### config.mk
export PLATFORM = sky130hd
export DESIGN_NAME = seg7_scan_decoder
export DESIGN_NICKNAME = d
export VERILOG_FILES = /design/src/rtl/seg7_scan_decoder_pkg.sv /design/src/rtl/seg7_pattern_decode.sv /design/src/rtl/seg7_scan_decoder.sv
export SDC_FILE = /design/constraint.sdc
export NUM_CORES = 1
export LEC_CHECK = 0
export ABC_AREA = 1
export CAP_MARGIN = 20
export CORE_UTILIZATION = 55
export DETAILED_ROUTE_END_ITERATION = 6
export PLACE_DENSITY = 0.9
export SKIP_LAST_GASP = 1
export SLEW_MARGIN = 10
export SYNTH_ARGS = -nofsm -noshare
export SYNTH_HDL_FRONTEND = slang
export SYNTH_SLANG_ARGS = --single-unit
### constraint.sdc
create_clock -name Clk -period 2.4 [get_ports Clk]
set_input_delay 0.48 -clock Clk [delete_from_list [all_inputs] [get_ports Clk]]
set_output_delay 0.48 -clock Clk [all_outputs]
set_load 0.03 [all_outputs]
### src/rtl/seg7_scan_decoder_pkg.sv
// Shared constants for the 7-segment scan decoder:
// active-low segment patterns (a..g) and FSM encoding.
package seg7_scan_decoder_pkg;

  localparam logic [6:0] SEG_0 = 7'b0000001;
  localparam logic [6:0] SEG_1 = 7'b1001111;
  localparam logic [6:0] SEG_2 = 7'b0010010;
  localparam logic [6:0] SEG_3 = 7'b0000110;
  localparam logic [6:0] SEG_4 = 7'b1001100;
  localparam logic [6:0] SEG_5 = 7'b0100100;
  localparam logic [6:0] SEG_6 = 7'b0100000;
  localparam logic [6:0] SEG_7 = 7'b0001111;
  localparam logic [6:0] SEG_8 = 7'b0000000;
  localparam logic [6:0] SEG_9 = 7'b0000100;
  localparam logic [6:0] SEG_A = 7'b0001000;
  localparam logic [6:0] SEG_B = 7'b1100000;
  localparam logic [6:0] SEG_C = 7'b0110001;
  localparam logic [6:0] SEG_D = 7'b1000010;
  localparam logic [6:0] SEG_E = 7'b0110000;
  localparam logic [6:0] SEG_F = 7'b0111000;

  localparam logic [6:0] SEG_BLANK = 7'b1111111;

  typedef enum logic [1:0] {
    WAIT_CHANGE = 2'd0,
    SETTLING    = 2'd1,
    CAPTURED    = 2'd2
  } state_e;

endpackage

### src/rtl/seg7_pattern_decode.sv
// Combinational lookup: active-low segment pattern to
// hex nibble, with blank and invalid flags.
module seg7_pattern_decode
  import seg7_scan_decoder_pkg::*;
(
  input  logic [6:0] pat,
  output logic [3:0] nibble,
  output logic       blank,
  output logic       invalid
);

  always_comb begin
    nibble  = 4'h0;
    blank   = 1'b0;
    invalid = 1'b0;
    case (pat)
      SEG_0:     nibble = 4'h0;
      SEG_1:     nibble = 4'h1;
      SEG_2:     nibble = 4'h2;
      SEG_3:     nibble = 4'h3;
      SEG_4:     nibble = 4'h4;
      SEG_5:     nibble = 4'h5;
      SEG_6:     nibble = 4'h6;
      SEG_7:     nibble = 4'h7;
      SEG_8:     nibble = 4'h8;
      SEG_9:     nibble = 4'h9;
      SEG_A:     nibble = 4'hA;
      SEG_B:     nibble = 4'hB;
      SEG_C:     nibble = 4'hC;
      SEG_D:     nibble = 4'hD;
      SEG_E:     nibble = 4'hE;
      SEG_F:     nibble = 4'hF;
      SEG_BLANK: blank  = 1'b1;
      default:   invalid = 1'b1;
    endcase
  end

endmodule

### src/rtl/seg7_scan_decoder.sv
// Recovers the hex value shown on a multiplexed 7-segment
// display by sampling its segment and anode lines.
module seg7_scan_decoder
  import seg7_scan_decoder_pkg::*;
#(
  parameter int SETTLE_CYCLES = 4,
  parameter int NUM_DIGITS    = 8
) (
  input  logic                    Clk,
  input  logic                    Rst,
  input  logic [6:0]              out7_in,
  input  logic [NUM_DIGITS-1:0]   en_in,
  output logic [4*NUM_DIGITS-1:0] value,
  output logic                    frame_valid,
  output logic [NUM_DIGITS-1:0]   blank_mask,
  output logic                    err_seg,
  output logic                    err_en
);

  localparam int CW = $clog2(SETTLE_CYCLES + 1);
  localparam int VW = 4 * NUM_DIGITS;
  localparam logic [NUM_DIGITS-1:0] ONE = 1;

  logic [6:0]            seg_q, seg_d;
  logic [6:0]            pseg_q, pseg_d;
  logic [NUM_DIGITS-1:0] en_q, en_d;
  logic [NUM_DIGITS-1:0] pen_q, pen_d;
  logic [CW-1:0]         cnt_q, cnt_d;
  state_e                state_q, state_d;
  logic [VW-1:0]         shadow_q, shadow_d;
  logic [NUM_DIGITS-1:0] sblank_q, sblank_d;
  logic [NUM_DIGITS-1:0] seen_q, seen_d;
  logic [VW-1:0]         value_q, value_d;
  logic [NUM_DIGITS-1:0] bmask_q, bmask_d;
  logic                  fv_q, fv_d;
  logic                  eseg_q, eseg_d;
  logic                  een_q, een_d;
  logic                  done_q, done_d;

  logic                  changed;
  logic                  capture;
  logic [NUM_DIGITS-1:0] an;
  logic [3:0]            dec_nib;
  logic                  dec_blank;
  logic                  dec_inv;

  seg7_pattern_decode u_dec (
    .pat     (seg_q),
    .nibble  (dec_nib),
    .blank   (dec_blank),
    .invalid (dec_inv)
  );

  assign an = ~en_q;

  always_comb begin
    seg_d    = out7_in;
    en_d     = en_in;
    pseg_d   = seg_q;
    pen_d    = en_q;
    cnt_d    = cnt_q;
    state_d  = state_q;
    shadow_d = shadow_q;
    sblank_d = sblank_q;
    seen_d   = seen_q;
    value_d  = value_q;
    bmask_d  = bmask_q;
    fv_d     = 1'b0;
    eseg_d   = 1'b0;
    een_d    = 1'b0;
    done_d   = 1'b0;
    capture  = 1'b0;

    changed = (seg_q != pseg_q) || (en_q != pen_q);

    if (changed) begin
      cnt_d = '0;
    end else if (cnt_q < CW'(SETTLE_CYCLES)) begin
      cnt_d = cnt_q + CW'(1);
    end

    case (state_q)
      WAIT_CHANGE: begin
        if (changed) state_d = SETTLING;
      end
      SETTLING: begin
        if (!changed && cnt_d == CW'(SETTLE_CYCLES - 1)) begin
          state_d = CAPTURED;
          capture = 1'b1;
        end
      end
      CAPTURED: begin
        if (changed) state_d = SETTLING;
      end
      default: state_d = WAIT_CHANGE;
    endcase

    // Frame load lands one cycle after the completing capture
    if (done_q) begin
      value_d = shadow_q;
      bmask_d = sblank_q;
      fv_d    = 1'b1;
      seen_d  = '0;
    end

    if (capture && an != '0) begin
      if (|(an & (an - ONE))) begin
        een_d = 1'b1;
      end else if (dec_inv) begin
        eseg_d = 1'b1;
      end else begin
        for (int i = 0; i < NUM_DIGITS; i++) begin
          if (an[i]) begin
            shadow_d[4*i +: 4] = dec_nib;
            sblank_d[i]        = dec_blank;
            seen_d[i]          = 1'b1;
          end
        end
        done_d = &seen_d;
      end
    end
  end

  always_ff @(posedge Clk) begin
    if (Rst) begin
      seg_q    <= '0;
      en_q     <= '0;
      pseg_q   <= '0;
      pen_q    <= '0;
      cnt_q    <= '0;
      state_q  <= WAIT_CHANGE;
      shadow_q <= '0;
      sblank_q <= '0;
      seen_q   <= '0;
      value_q  <= '0;
      bmask_q  <= '0;
      fv_q     <= 1'b0;
      eseg_q   <= 1'b0;
      een_q    <= 1'b0;
      done_q   <= 1'b0;
    end else begin
      seg_q    <= seg_d;
      en_q     <= en_d;
      pseg_q   <= pseg_d;
      pen_q    <= pen_d;
      cnt_q    <= cnt_d;
      state_q  <= state_d;
      shadow_q <= shadow_d;
      sblank_q <= sblank_d;
      seen_q   <= seen_d;
      value_q  <= value_d;
      bmask_q  <= bmask_d;
      fv_q     <= fv_d;
      eseg_q   <= eseg_d;
      een_q    <= een_d;
      done_q   <= done_d;
    end
  end

  assign value       = value_q;
  assign blank_mask  = bmask_q;
  assign frame_valid = fv_q;
  assign err_seg     = eseg_q;
  assign err_en      = een_q;

endmodule

==> impl_metrics.py <==
metrics = {
    "logic_synthesis": {
        "synthFlopType": "dfxtp_1",
        "synth_cells": 771,
        "yosysTopAreaCell": "dfxtp_1",
        "ys_top_cells_by_count": "nand2_1 (175), dfxtp_1 (127), nor2_1 (124)",
        "ys_seq_elements": 127,
        "synth_area_per_cell_um2": 7.08,
        "synth.top_cell.area_share": 0.466,
        "synthArstFlopShare": 0,
        "synth_cell_types": 31,
        "yosysMostFrequentCell": "nand2_1",
        "synth-warning-count": 0,
        "synth_area_um2": 5460,
        "ys_seq_area_frac": 0.466,
        "synth_edf_count": 0,
        "netlist_top_cells_area": "dfxtp_1 (47%), nand2_1 (12%), nor2_1 (8.5%), inv_1 (8.0%), a21oi_1 (5.0%)",
        "syn_nets": 789,
    },
    "detailed_routing": {
        "vias": 4935,
        "drcViolationCount": 0,
        "drtAntennaViolNets": 0,
        "wl_per_cell_um": 12.8,
        "drt_iter0_markers": 302,
        "wirelength_um": 12500,
        "via_per_inst": 5.06,
        "drt-pass1-iter-count": 5,
    },
    "die": {
        "core_area_um2": 9420,
        "dieWidth_um": 102,
        "start_util": 0.580,
        "rows": 35,
        "ios": 60,
        "die_h_um": 102,
        "dieArea_um2": 10300,
    },
    "power_and_ir_drop": {
        "p_sw_frac": 0.238,
        "clkPwrFrac": 0.516,
        "p_per_area_nw_per_um2": 740,
        "p_leak_nw": 3.13,
        "p_switching_mw": 1.20,
        "peakVddDrop_mv": 0.565,
        "combPwrFrac": 0.054,
        "power_frac_seq": 0.430,
        "internal_power_mw": 3.83,
    },
    "timing": {
        "fin_setup_tns_ns": 0,
        "max_freq_ghz": 0.458,
        "tightest_slew_ns": 0.650,
        "fin_crit_ns": 2.18,
        "setup_slack_ns": 0.219,
        "skew_ns": 0.00691,
        "finalSetupViolations": 0,
        "finalHoldViolations": 0,
        "slew_violations": 0,
        "slew_headroom": 0.566,
        "min_period_over_period": 0.909,
        "rsz0062_at_grt": "no",
    },
    "status": {
        "outcome": "complete, no violations",
    },
    "worst_hold_path": {
        "holdCritPathClass": "in -> reg",
    },
    "grt": {
        "grt_max_degree": 83,
        "overflow": 0,
        "grt_use_total": 0.262,
        "grt_pass1_wl_um": 20700,
        "grt_pass1_vias": 4579,
        "antenna_found_initial": 0,
    },
    "placement": {
        "dpl.cell_count": 943,
        "hpwl_um": 8000,
        "dp_slack_ns": 0.305,
        "numPortBuffers": 59,
        "dpl-instance-area_um2": 6190,
        "place.gp.congestion": 0.911,
    },
    "clocking": {
        "path_clk_slew_ns": 0.06,
        "cts-hold-fix-buffers": 0,
        "htreeDepth": 4,
        "cts_tree": "yes",
        "cts-buffers-inserted": 17,
        "clkLatencyLatePin_ns": 0.53,
        "post_cts_buffers": 0,
        "cts-root-buf": "clkbuf_8",
        "cts_sinks": 127,
        "ctsLongestPathBuffers": 2,
        "cts_resized": 0,
    },
    "worst_setup_path": {
        "cp_slowest_cell": "dfxtp_1",
        "critPathMaxFanout": 9,
        "required_ns": 2.86,
        "arrival_ns": 2.64,
        "worst-setup-path-type": "reg -> reg",
        "crit_buf_inv": 1,
        "end_kind": "flip-flop",
        "cp_common_cell": "nand2_1",
        "max_stage_delay_ns": 0.45,
        "critPathLaunchType": "flip-flop",
        "cp_top_family": "simple AND/OR/NAND/NOR gates",
        "crit_chain": "inv_1 -> nand2_1 -> nand2_1 -> nor2_1 -> nand2_1 -> nor2_1 -> nand4_2 -> nor2_8 -> nand3_4 -> nand2_1 -> nand2_1 -> nor2_1",
    },
    "cells_and_area": {
        "diodes": 0,
        "fin_area_um2": 6790,
        "drive_gt1_frac": 0.0969,
        "final_nets": 851,
        "finalNonFillerCells": 975,
        "syn_to_final_growth_pct": 24.4,
    },
    "flow_run": {
        "max-cap-violations": 0,
    },
}
[worst paths after layout]
kind / startpoint / to / slack, ns / depth (start not counted)
min reg2reg: shadow_q[2]$_SDFFE_PP0P_ / value[2]$_SDFFE_PP0P_ / 0.46 / 2
max: en_q[3]$_SDFF_PP0_ / shadow_q[13]$_SDFFE_PP0P_ / 0.22 / 12
max reg2reg: en_q[3]$_SDFF_PP0_ / shadow_q[13]$_SDFFE_PP0P_ / 0.22 / 12
min: out7_in[5] / pseg_d[5]$_SDFF_PP0_ / 0.46 / 3
[power groups by stage]
stage               clock network (mW)  registers, mW  logic, mW
floorplan                            0           2.20      0.182
global placement                     0           2.21      0.260
detailed placement                   0           2.21      0.263
CTS                               2.60           2.16      0.267
global route                      2.70           2.16      0.301
finish                            2.60           2.16      0.269
[worst reg2reg max path: cells and delay by family, from the launching register on]
kind,cells,cell delay (ns)
AND/OR/NAND/NOR,11,1.43
flip-flops,1,0.45
buffers and inverters,1,0.22
[layout by cell type (no fill, tap or decap), types with 2 or more instances in the layout]
master | Yosys | routed
clkinv_4 | 0 | 2
xnor2_1 | 2 | 2
dfxtp_1 | 127 | 126
a21oi_1 | 54 | 54
nand3_1 | 44 | 44
clkdlybuf4s50_1 | 0 | 59
nand2_2 | 3 | 3
nand2_1 | 175 | 175
nand3_4 | 8 | 8
nor2_1 | 124 | 124
o21ai_0 | 44 | 44
o21ai_1 | 3 | 3
clkbuf_16 | 0 | 16
buf_12 | 0 | 2
nor3_1 | 4 | 4
bufinv_16 | 0 | 3
a221oi_1 | 2 | 2
clkinv_2 | 0 | 2
nand4_2 | 3 | 3
nor2_8 | 2 | 2
xor2_1 | 2 | 2
inv_6 | 0 | 5
clkinv_1 | 2 | 2
inv_1 | 117 | 117
nor2_4 | 2 | 2
nand4_1 | 2 | 2
buf_4 | 1 | 8
inv_2 | 14 | 14
nand3_2 | 4 | 4
nor2_2 | 3 | 3
[metrics by stage]
stage | hold slack, ns | total power [mW] | util
after floorplan | 0.429 | 2.38 | -
after global placement | 0.444 | 2.47 | 0.658
after detailed placement | 0.450 | 2.47 | 0.658
after CTS | 0.458 | 5.03 | 0.721
after global routing | 0.470 | 5.17 | 0.721
final | 0.460 | 5.03 | 0.721
[metal layers]
metal	share of wire	vias to the layer above	global-route usage
met5	0	-	0
met4	0.024	0	0.127
met3	0.059	34	0.0600
met2	0.49	167	0.443
met1	0.43	2232	0.313
li1	-	2502	-
[final cells by class]
cell class	count	area [um^2]
fill	691	2630
tap	129	161
clock buffer	18	418
timing repair buffer	69	691
inverter	133	499
clock inverter	14	180
multi-input combinational	485	2300
sequential	127	2540
[sequential cells by signal, summed over array words and instances, names as in the netlist]
signal and cells:
shadow_q 32, value 32, blank_mask 8, en_q 8
pen_q 8, sblank_q 8, seen_q 8, pseg_d 7
pseg_q 7, cnt_q 3, state_q 2, done_q 1
err_en 1, err_seg 1, frame_valid 1
[cell families (layout without fill, tap and decap cells)]
| logic type | count (synthesis) | count (layout) | share of synthesized area |
|---|---|---|---|
| multiplexers | 1 | 1 | 0.00183 |
| AO/OA/AOI/OAI | 103 | 103 | 0.0958 |
| XOR/XNOR | 4 | 4 | 0.00642 |
| adder cells (fa/ha/maj) | 1 | 1 | 0.00229 |
| flip-flops | 127 | 127 | 0.466 |
| buffers and inverters | 159 | 234 | 0.113 |
| AND/OR/NAND/NOR | 376 | 376 | 0.315 |
Power figures use the tool's default switching activity.
